$ cat src/rtl/id_ex_stage.sv
// -----------------------------------------------------------------------------
// id_ex_stage
//
// ID/EX pipeline register for the 5-stage CPU with built-in load-use hazard
// detection.
//
// Ports:
//   clk, reset            rising-edge clock, synchronous active-high reset
//   IF_ID_*, rs*, rd,     decoded instruction from ID (operands, indices,
//   use_rs*, imm, ctrl    immediate, control bits)
//   flush                 EX-resolved redirect; the ID instruction is killed
//   stall                 combinational request to hold PC and IF/ID
//   ID_EX_*               registered copy of the instruction presented to EX
//   stall_cnt, flush_cnt  saturating event counters, cleared only by reset
// -----------------------------------------------------------------------------
module id_ex_stage #(
  parameter int XLEN  = 32,
  parameter int CNT_W = 16
) (
  input  logic             clk,
  input  logic             reset,
  input  logic             IF_ID_valid,
  input  logic [XLEN-1:0]  IF_ID_pc,
  input  logic [4:0]       rs1,
  input  logic [4:0]       rs2,
  input  logic [4:0]       rd,
  input  logic             use_rs1,
  input  logic             use_rs2,
  input  logic [XLEN-1:0]  rs1_data,
  input  logic [XLEN-1:0]  rs2_data,
  input  logic [XLEN-1:0]  imm,
  input  logic             mem_read,
  input  logic             mem_write,
  input  logic             reg_write,
  input  logic             mem_to_reg,
  input  logic             alu_src,
  input  logic [1:0]       alu_op,
  input  logic             flush,
  output logic             stall,
  output logic             ID_EX_valid,
  output logic [XLEN-1:0]  ID_EX_pc,
  output logic [XLEN-1:0]  ID_EX_rs1_data,
  output logic [XLEN-1:0]  ID_EX_rs2_data,
  output logic [XLEN-1:0]  ID_EX_imm,
  output logic [4:0]       ID_EX_rs1,
  output logic [4:0]       ID_EX_rs2,
  output logic [4:0]       ID_EX_rd,
  output logic             ID_EX_mem_read,
  output logic             ID_EX_mem_write,
  output logic             ID_EX_reg_write,
  output logic             ID_EX_mem_to_reg,
  output logic             ID_EX_alu_src,
  output logic [1:0]       ID_EX_alu_op,
  output logic [CNT_W-1:0] stall_cnt,
  output logic [CNT_W-1:0] flush_cnt
);

  localparam logic [CNT_W-1:0] CNT_MAX = '1;

  logic load_in_ex;
  logic hazard_rs1;
  logic hazard_rs2;
  logic bubble;

  // A load in EX whose destination is a real register; x0 never creates a
  // dependency because it always reads as zero.
  assign load_in_ex = ID_EX_valid & ID_EX_mem_read & (ID_EX_rd != 5'd0);
  assign hazard_rs1 = use_rs1 & (rs1 == ID_EX_rd);
  assign hazard_rs2 = use_rs2 & (rs2 == ID_EX_rd);

  // A flush kills the ID instruction anyway, so it suppresses the stall and
  // the cycle is accounted as a flush only.
  assign stall  = IF_ID_valid & ~flush & load_in_ex & (hazard_rs1 | hazard_rs2);
  assign bubble = flush | stall;

  always_ff @(posedge clk) begin
    if (reset || bubble) begin
      // A bubble zeroes the indices too, so the forwarding unit never matches
      // against it, and zeroes the controls so it never writes or touches memory.
      ID_EX_valid      <= 1'b0;
      ID_EX_pc         <= '0;
      ID_EX_rs1_data   <= '0;
      ID_EX_rs2_data   <= '0;
      ID_EX_imm        <= '0;
      ID_EX_rs1        <= '0;
      ID_EX_rs2        <= '0;
      ID_EX_rd         <= '0;
      ID_EX_mem_read   <= 1'b0;
      ID_EX_mem_write  <= 1'b0;
      ID_EX_reg_write  <= 1'b0;
      ID_EX_mem_to_reg <= 1'b0;
      ID_EX_alu_src    <= 1'b0;
      ID_EX_alu_op     <= '0;
    end else begin
      ID_EX_valid      <= IF_ID_valid;
      ID_EX_pc         <= IF_ID_pc;
      ID_EX_rs1_data   <= rs1_data;
      ID_EX_rs2_data   <= rs2_data;
      ID_EX_imm        <= imm;
      ID_EX_rs1        <= rs1;
      ID_EX_rs2        <= rs2;
      ID_EX_rd         <= rd;
      // An invalid slot carries no side effects whatever the decoder produced.
      ID_EX_mem_read   <= mem_read   & IF_ID_valid;
      ID_EX_mem_write  <= mem_write  & IF_ID_valid;
      ID_EX_reg_write  <= reg_write  & IF_ID_valid;
      ID_EX_mem_to_reg <= mem_to_reg & IF_ID_valid;
      ID_EX_alu_src    <= alu_src    & IF_ID_valid;
      ID_EX_alu_op     <= alu_op & {2{IF_ID_valid}};
    end
  end

  // Saturating event counters; they stick at all-ones rather than wrapping.
  always_ff @(posedge clk) begin
    if (reset) begin
      stall_cnt <= '0;
      flush_cnt <= '0;
    end else begin
      if (stall && (stall_cnt != CNT_MAX)) begin
        stall_cnt <= stall_cnt + 1'b1;
      end
      if (flush && (flush_cnt != CNT_MAX)) begin
        flush_cnt <= flush_cnt + 1'b1;
      end
    end
  end

endmodule

$ cat config.mk
export PLATFORM = sky130hd
export DESIGN_NAME = id_ex_stage
export DESIGN_NICKNAME = d
export VERILOG_FILES = /design/src/rtl/id_ex_stage.sv
export SDC_FILE = /design/constraint.sdc
export NUM_CORES = 1
export LEC_CHECK = 0
export CAP_MARGIN = 20
export CORE_AREA = 2 2 131 133
export DETAILED_ROUTE_END_ITERATION = 10
export DIE_AREA = 0 0 133 135
export PLACE_DENSITY = 0.82
export SLEW_MARGIN = 40
export SYNTH_ARGS = -nofsm -noshare
export SYNTH_HDL_FRONTEND = slang
export SYNTH_SLANG_ARGS = --single-unit
export TNS_END_PERCENT = 5
$ cat constraint.sdc
create_clock -name clk -period 5.7 [get_ports clk]
set_clock_uncertainty 0.15 [all_clocks]
set_input_delay 1.14 -clock clk [delete_from_list [all_inputs] [get_ports clk]]
set_output_delay 1.14 -clock clk [all_outputs]
set_load 0.02 [all_outputs]
==> results of run 1 <==
worst max-delay path, cell delays in order:
cell and delay (ps):
clkdlybuf4s50_1 440, xor2_1 170, nor4_2 280, a32oi_1 150, buf_4 240, nor2_1 120
clkdlybuf4s50_1 620
synth_stat cells, drive strengths merged (4+ instances only):
| cell type | number | area (um2) |
|---|---|---|
| buf | 13 | 63.81 |
| and3 | 11 | 68.82 |
| nand3 | 16 | 80.08 |
| and2 | 147 | 919.6 |
| dfxtp | 183 | 3664 |
| o31ai | 5 | 37.54 |
| o21ai | 13 | 65.06 |
| nor2 | 19 | 71.32 |
| xnor2 | 10 | 87.58 |
| or4 | 5 | 37.54 |
| nor3 | 5 | 25.02 |
| xor2 | 10 | 87.58 |
| nand4 | 8 | 50.05 |
| nand2 | 7 | 26.28 |
| clkbuf | 12 | 45.04 |
| nor4 | 4 | 31.28 |
| and4 | 7 | 61.31 |
| a21oi | 19 | 95.09 |
| or3 | 11 | 68.82 |
worst paths after layout:
kind	slack, ps	endpoint	start	cells after the start
max	1260	stall	rs2[4]	7
min	360	stall_cnt[11]	stall_cnt[11]	2
max reg2reg	3060	ID_EX_rs2_data[26]	ID_EX_rd[3]	7
min reg2reg	360	stall_cnt[11]	stall_cnt[11]	2
layout by cell type, fill, tap and decap left out, types with 2 or more instances in the layout:
cell / Yosys / routed
o31ai_1: 5 / 5
nor2_1: 19 / 19
nor3_1: 5 / 5
or4_1: 5 / 5
clkdlybuf4s50_1: 0 / 339
and2_1: 147 / 147
nor4b_1: 2 / 2
o21ai_0: 13 / 13
xor2_1: 10 / 10
ha_1: 2 / 2
nand2_1: 7 / 7
inv_1: 2 / 2
nand3_1: 16 / 16
clkinv_8: 0 / 2
buf_4: 0 / 3
clkbuf_16: 0 / 17
and3_1: 11 / 11
nor2b_1: 2 / 2
clkinvlp_4: 0 / 4
nor4_1: 3 / 3
inv_6: 0 / 3
or3_1: 11 / 11
nand4_1: 8 / 8
inv_8: 0 / 3
dfxtp_1: 183 / 183
xnor2_1: 10 / 10
a21oi_1: 19 / 19
nor3b_1: 3 / 3
and4_1: 7 / 7
power by group:
group	internal [uW]	switching [uW]	leakage, uW
Combinational	189	126	0.00198
Clock	578	529	0.000265
Sequential	1320	15.2	0.00150
per-layer routing:
metal | GRT usage, % | vias up | share of wire (%)
met1 | 21.59 | 2256 | 38
met2 | 33.79 | 245 | 50
met3 | 7.958 | 28 | 9.6
met4 | 8.065 | 0 | 2.0
li1 | - | 2423 | -
met5 | 0 | - | 0
cells by family (layout without fill, tap and decap cells):
family                   Yosys count  after routing
buffers and inverters             27            377
adder cells (fa/ha/maj)            2              2
AO/OA/AOI/OAI                     42             42
flip-flops                       183            183
AND/OR/NAND/NOR                  251            251
multiplexers                       3              3
XOR/XNOR                          20             20
layout make-up:
class | instances | area, um2
fill | 1292 | 6454
sequential | 183 | 3664
timing repair buffer | 343 | 3436
multi-input combinational | 318 | 2006
clock buffer | 18 | 429.2
tap | 220 | 275.3
clock inverter | 14 | 136.4
inverter | 2 | 7.507
metrics by stage:
step           util, %  total power, uW  std cells  cell area, um2
2_1_floorplan        -             1472        528            5778
3_3_place_gp     57.22             1678       1066            9388
5_1_grt          60.67             2862       1098            9953
3_5_place_dp     57.22             1683       1066            9388
6_report         60.67             2759       1098            9953
4_1_cts          60.67             2789       1098            9953
==> metrics.txt, run 1 <==
gp weighted congestion=between 0.8 and 0.9; cts repair resizes=0; Yosys reg bits=183; vias in the first global route=4,805; P&R area growth vs syn=72.26%; Final Slew Violations=0; crit share post-route=between 70 and 80%; CP Capture Type=primary output; Antenna diodes=0; DRT antenna net count=0; status=finished, final reports clean; wire per inst=16.63 um; clock-pin slew on the worst setup and hold paths=70 ps; CTS Hold Bufs=0; synthesized-area fraction occupied by adder cells=0.4331%; Max Cap Viol=0; chip height=135 um; DR vias/cell=4.510; clock latency on the worst-skew pair=420 ps; initial antenna violation count=1; Fmax=0.2255 GHz; RSZ-0062 raised after global routing=false; largest net degree at the start of global routing=85; total CTS buffers=17; Synth Cell Area=5778 um2; GR Overflow Total=0; Fin Hold WS=356.5 ps; Post-CTS Setup Inserts=0; first-pass GRT wire length=26,540 um; worst slack at placement=roughly 1300 ps; iteration-0 DRC count of the detailed router=~240; CP Launch Type=input pin; ys flop type=dfxtp_1; root buf cell=clkbuf_16; via count=4,952; setup slack after layout=1265 ps; # DRC=0; largest family of logic cells by synthesized area=simple AND/OR/NAND/NOR gates; Post-Synth XOR/XNOR Area=3.032%; # IOs=340; Synth Area in Compound Gates=4.179%; Synth cell types=38; critical path arrival=roughly 3200 ps; Simple-Gate Fraction of Synth Area=26.38%; TritonCTS sink count=about 180; Worst Path Class, Setup=input pin to primary output; hpwl dp=14,180 um; HP Class=flop to flop; Post-Syn Instances=between 500 and 600; die area=17,960 um2; Die X=~130 um; Worst EP required=4410 ps; Final Hold Fails=0; Starting Density=35.22%; layout cells sized above 1=around 4.3%; number of flops mapped to enable cells by yosys=0; worst vdd ir=184.0 uV; H-tree lvl count=4; CORE AREA=16,410 um2; Synthesized Nets=686; Power Density=277.2 nW/um2; async set or reset register ratio after synthesis=0%; Avg Cell Area, Syn=10.94 um2; clk buf depth=2; CTS tree=done; leak pwr=0.003746 uW; sequential fraction of the synthesis area=63.40%; Final nets=about 1,000; # setup viols final=0; slew margin rel.=51.82%; post-synthesis mux area share=0.5630%; count of input and output buffers=339; GRT Util Overall=approximately a fifth; Period minus WS final=around 4400 ps; worst-margin pin slew=722.7 ps; synthesis warning total=0; crit-path max FO=32; Total Neg Setup Slack=0 ps; Post-Route WL=around 18,000 um; site row count=47; drt pass-1 iters=5
Power figures use the tool's default switching activity.
==> run 2: changes to the inputs <==
--- a/config.mk
+++ b/config.mk
@@ -6,10 +6,10 @@
 export NUM_CORES = 1
 export LEC_CHECK = 0
 export CAP_MARGIN = 20
-export CORE_AREA = 2 2 131 133
+export CORE_AREA = 2 2 132 134
 export DETAILED_ROUTE_END_ITERATION = 10
-export DIE_AREA = 0 0 133 135
-export PLACE_DENSITY = 0.82
+export DIE_AREA = 0 0 134 136
+export PLACE_DENSITY = 0.81
 export SLEW_MARGIN = 40
 export SYNTH_ARGS = -nofsm -noshare
 export SYNTH_HDL_FRONTEND = slang
==> constraint.sdc (replaced) <==
create_clock -name clk -period 4.15 [get_ports clk]
set_clock_uncertainty 0.15 [all_clocks]
set_input_delay 0.83 -clock clk [delete_from_list [all_inputs] [get_ports clk]]
set_output_delay 0.83 -clock clk [all_outputs]
set_load 0.02 [all_outputs]
==> run 2 against run 1 <==
Compared with the run above:
- critical path depth is 1 lower
- worst hold slack better by 3.5 ps
- highest routed layer is now met5
- count of clock-buffer cells in the layout unchanged
- register-to-register slack worse by 1400 ps
==> metrics.txt, run 2 (synthesis results as in run 1) <==
wire per inst=16.48 um; chip height=136 um; HP Class=flop to flop; Final Slew Violations=0; clk buf depth=2; Period minus WS final=roughly 3800 ps; hpwl dp=13,940 um; Power Density=396.4 nW/um2; worst-margin pin slew=623.9 ps; total CTS buffers=17; leading cell types in the layout, fill and taps excluded=339 x clkdlybuf4s50_1, 183 x dfxtp_1, 147 x and2_1; site row count=48; CP Capture Type=primary output; cts repair resizes=0; most common cell after layout, fill and taps aside=clkdlybuf4s50_1; # setup viols final=0; TritonCTS sink count=around 180; Fmax=0.2630 GHz; CTS tree=done; Sw Share=23.12%; vias in the first global route=4,637; drt pass-1 iters=4; CORE AREA=around 17,000 um2; clock latency on the worst-skew pair=420 ps; status=finished, final reports clean; critical path arrival=2820 ps; Clock power frac=around 43%; Net Switching=approximately 920 uW; Post-CTS Setup Inserts=0; H-tree lvl count=4; CP Launch Type=input pin; overall power=3984 uW; Starting Density=between 30% and 40%; Cell Int Power=3063 uW; Worst Path Class, Setup=input pin to primary output; Worst EP required=3170 ps; via count=~4,900; leak pwr=0.003805 uW; Final Hold Fails=0; root buf cell=clkbuf_16; initial antenna violation count=1; DRT antenna net count=0; crit-path max FO=5; Layout fillers=1,377; die area=around 18,000 um2; # IOs=340; sequential share of power=46.1%; largest net degree at the start of global routing=86; P&R area growth vs syn=73.95%; worst vdd ir=256.9 uV; CTS Hold Bufs=0; layout cells sized above 1=4.659%; Antenna diodes=0; slew margin rel.=~58%; RSZ-0062 raised after global routing=false; count of input and output buffers=339; Max Cap Viol=0; Comb power frac=11.0%; first-pass GRT wire length=26,080 um; DR vias/cell=4.420; Die X=~130 um; Final nets=1,026; Post-Route WL=18,210 um; GRT Util Overall=a little under a fifth; gp weighted congestion=0.8106; GR Overflow Total=0; clock-pin slew on the worst setup and hold paths=70 ps; iteration-0 DRC count of the detailed router=229; crit share post-route=91.62%; Total Neg Setup Slack=0 ps; # DRC=0
==> run 2: changes by cell type in the layout (fill, tap and decap cells not counted) <==
cell        before  now
clkinv_4         1    0
inv_8            3    4
bufinv_16        0    3
clkbuf_8         0    1
inv_6            3    4
clkbuf_1         1    0
clkinv_8         2    0
buf_12           1    2
clkinvlp_4       4    1
buf_4            3    5
==> run 2: final timing paths <==
check | startpoint | end | slack [ps] | cells past startpoint
setup / recovery | rs2[0] | stall | 350 | 6
hold / removal | stall_cnt[15] | stall_cnt[15] | 360 | 2
setup reg to reg | ID_EX_rd[3] | ID_EX_rs1_data[1] | 1620 | 7
hold reg to reg | stall_cnt[15] | stall_cnt[15] | 360 | 2
==> run 2: worst max-delay path, stage by stage <==
cell and delay, ps:
clkdlybuf4s50_1 500, xor2_1 200, nor4_2 70, a32oi_1 540, nor2_1 110, clkdlybuf4s50_1 570
==> run 2: per-stage QoR <==
step / util [%] / setup WS (ps) / area, um2 / cells / hold WS, ps
CTS: 59.56 / 315.8 / 10050 / 1105 / 364.6
global route: 59.56 / 257.3 / 10050 / 1105 / 387.3
finish: 59.56 / 347.6 / 10050 / 1105 / 360.0
floorplan: - / 1261 / 5778 / 528 / 409.5
global placement: 55.87 / 335.5 / 9429 / 1074 / 339.2
detailed placement: 55.87 / 332.7 / 9429 / 1074 / 349.3
==> run 2: layout make-up <==
| cell class | instances | area (um2) | area share (%) |
|---|---|---|---|
| Sequential cell | 183 | 3664 | 36.45 |
| Inverter | 2 | 7.507 | 0.07469 |
| Multi-Input combinational cell | 318 | 2006 | 19.96 |
| Clock inverter | 13 | 182.7 | 1.817 |
| Tap cell | 225 | 281.5 | 2.801 |
| Timing Repair Buffer | 346 | 3471 | 34.53 |
| Clock buffer | 18 | 439.2 | 4.369 |
==> run 2: power groups by stage <==
stage,logic (uW),clock network (uW),registers (uW)
global placement,436,0,1880
finish,436,1710,1840
global route,463,1810,1840
CTS,442,1750,1840
detailed placement,439,0,1880
floorplan,70.7,0,1950
==> run 2: per-layer routing <==
| metal | share of wire [%] | track usage [%] |
|---|---|---|
| met1 | 39 | 21.64 |
| met2 | 51 | 33.28 |
| met3 | 8.2 | 7.457 |
| met4 | 1.3 | 5.260 |
| met5 | 0.071 | 0 |
==> run 3: changes to the inputs <==
--- a/config.mk
+++ b/config.mk
@@ -7,6 +7,7 @@
 export LEC_CHECK = 0
 export CAP_MARGIN = 20
 export CORE_AREA = 2 2 132 134
+export CTS_CLUSTER_DIAMETER = 40
 export DETAILED_ROUTE_END_ITERATION = 10
 export DIE_AREA = 0 0 134 136
 export PLACE_DENSITY = 0.81
==> results of run 3 <==
Same layout as run 2: the final DEF is identical, and so are final timing and power.
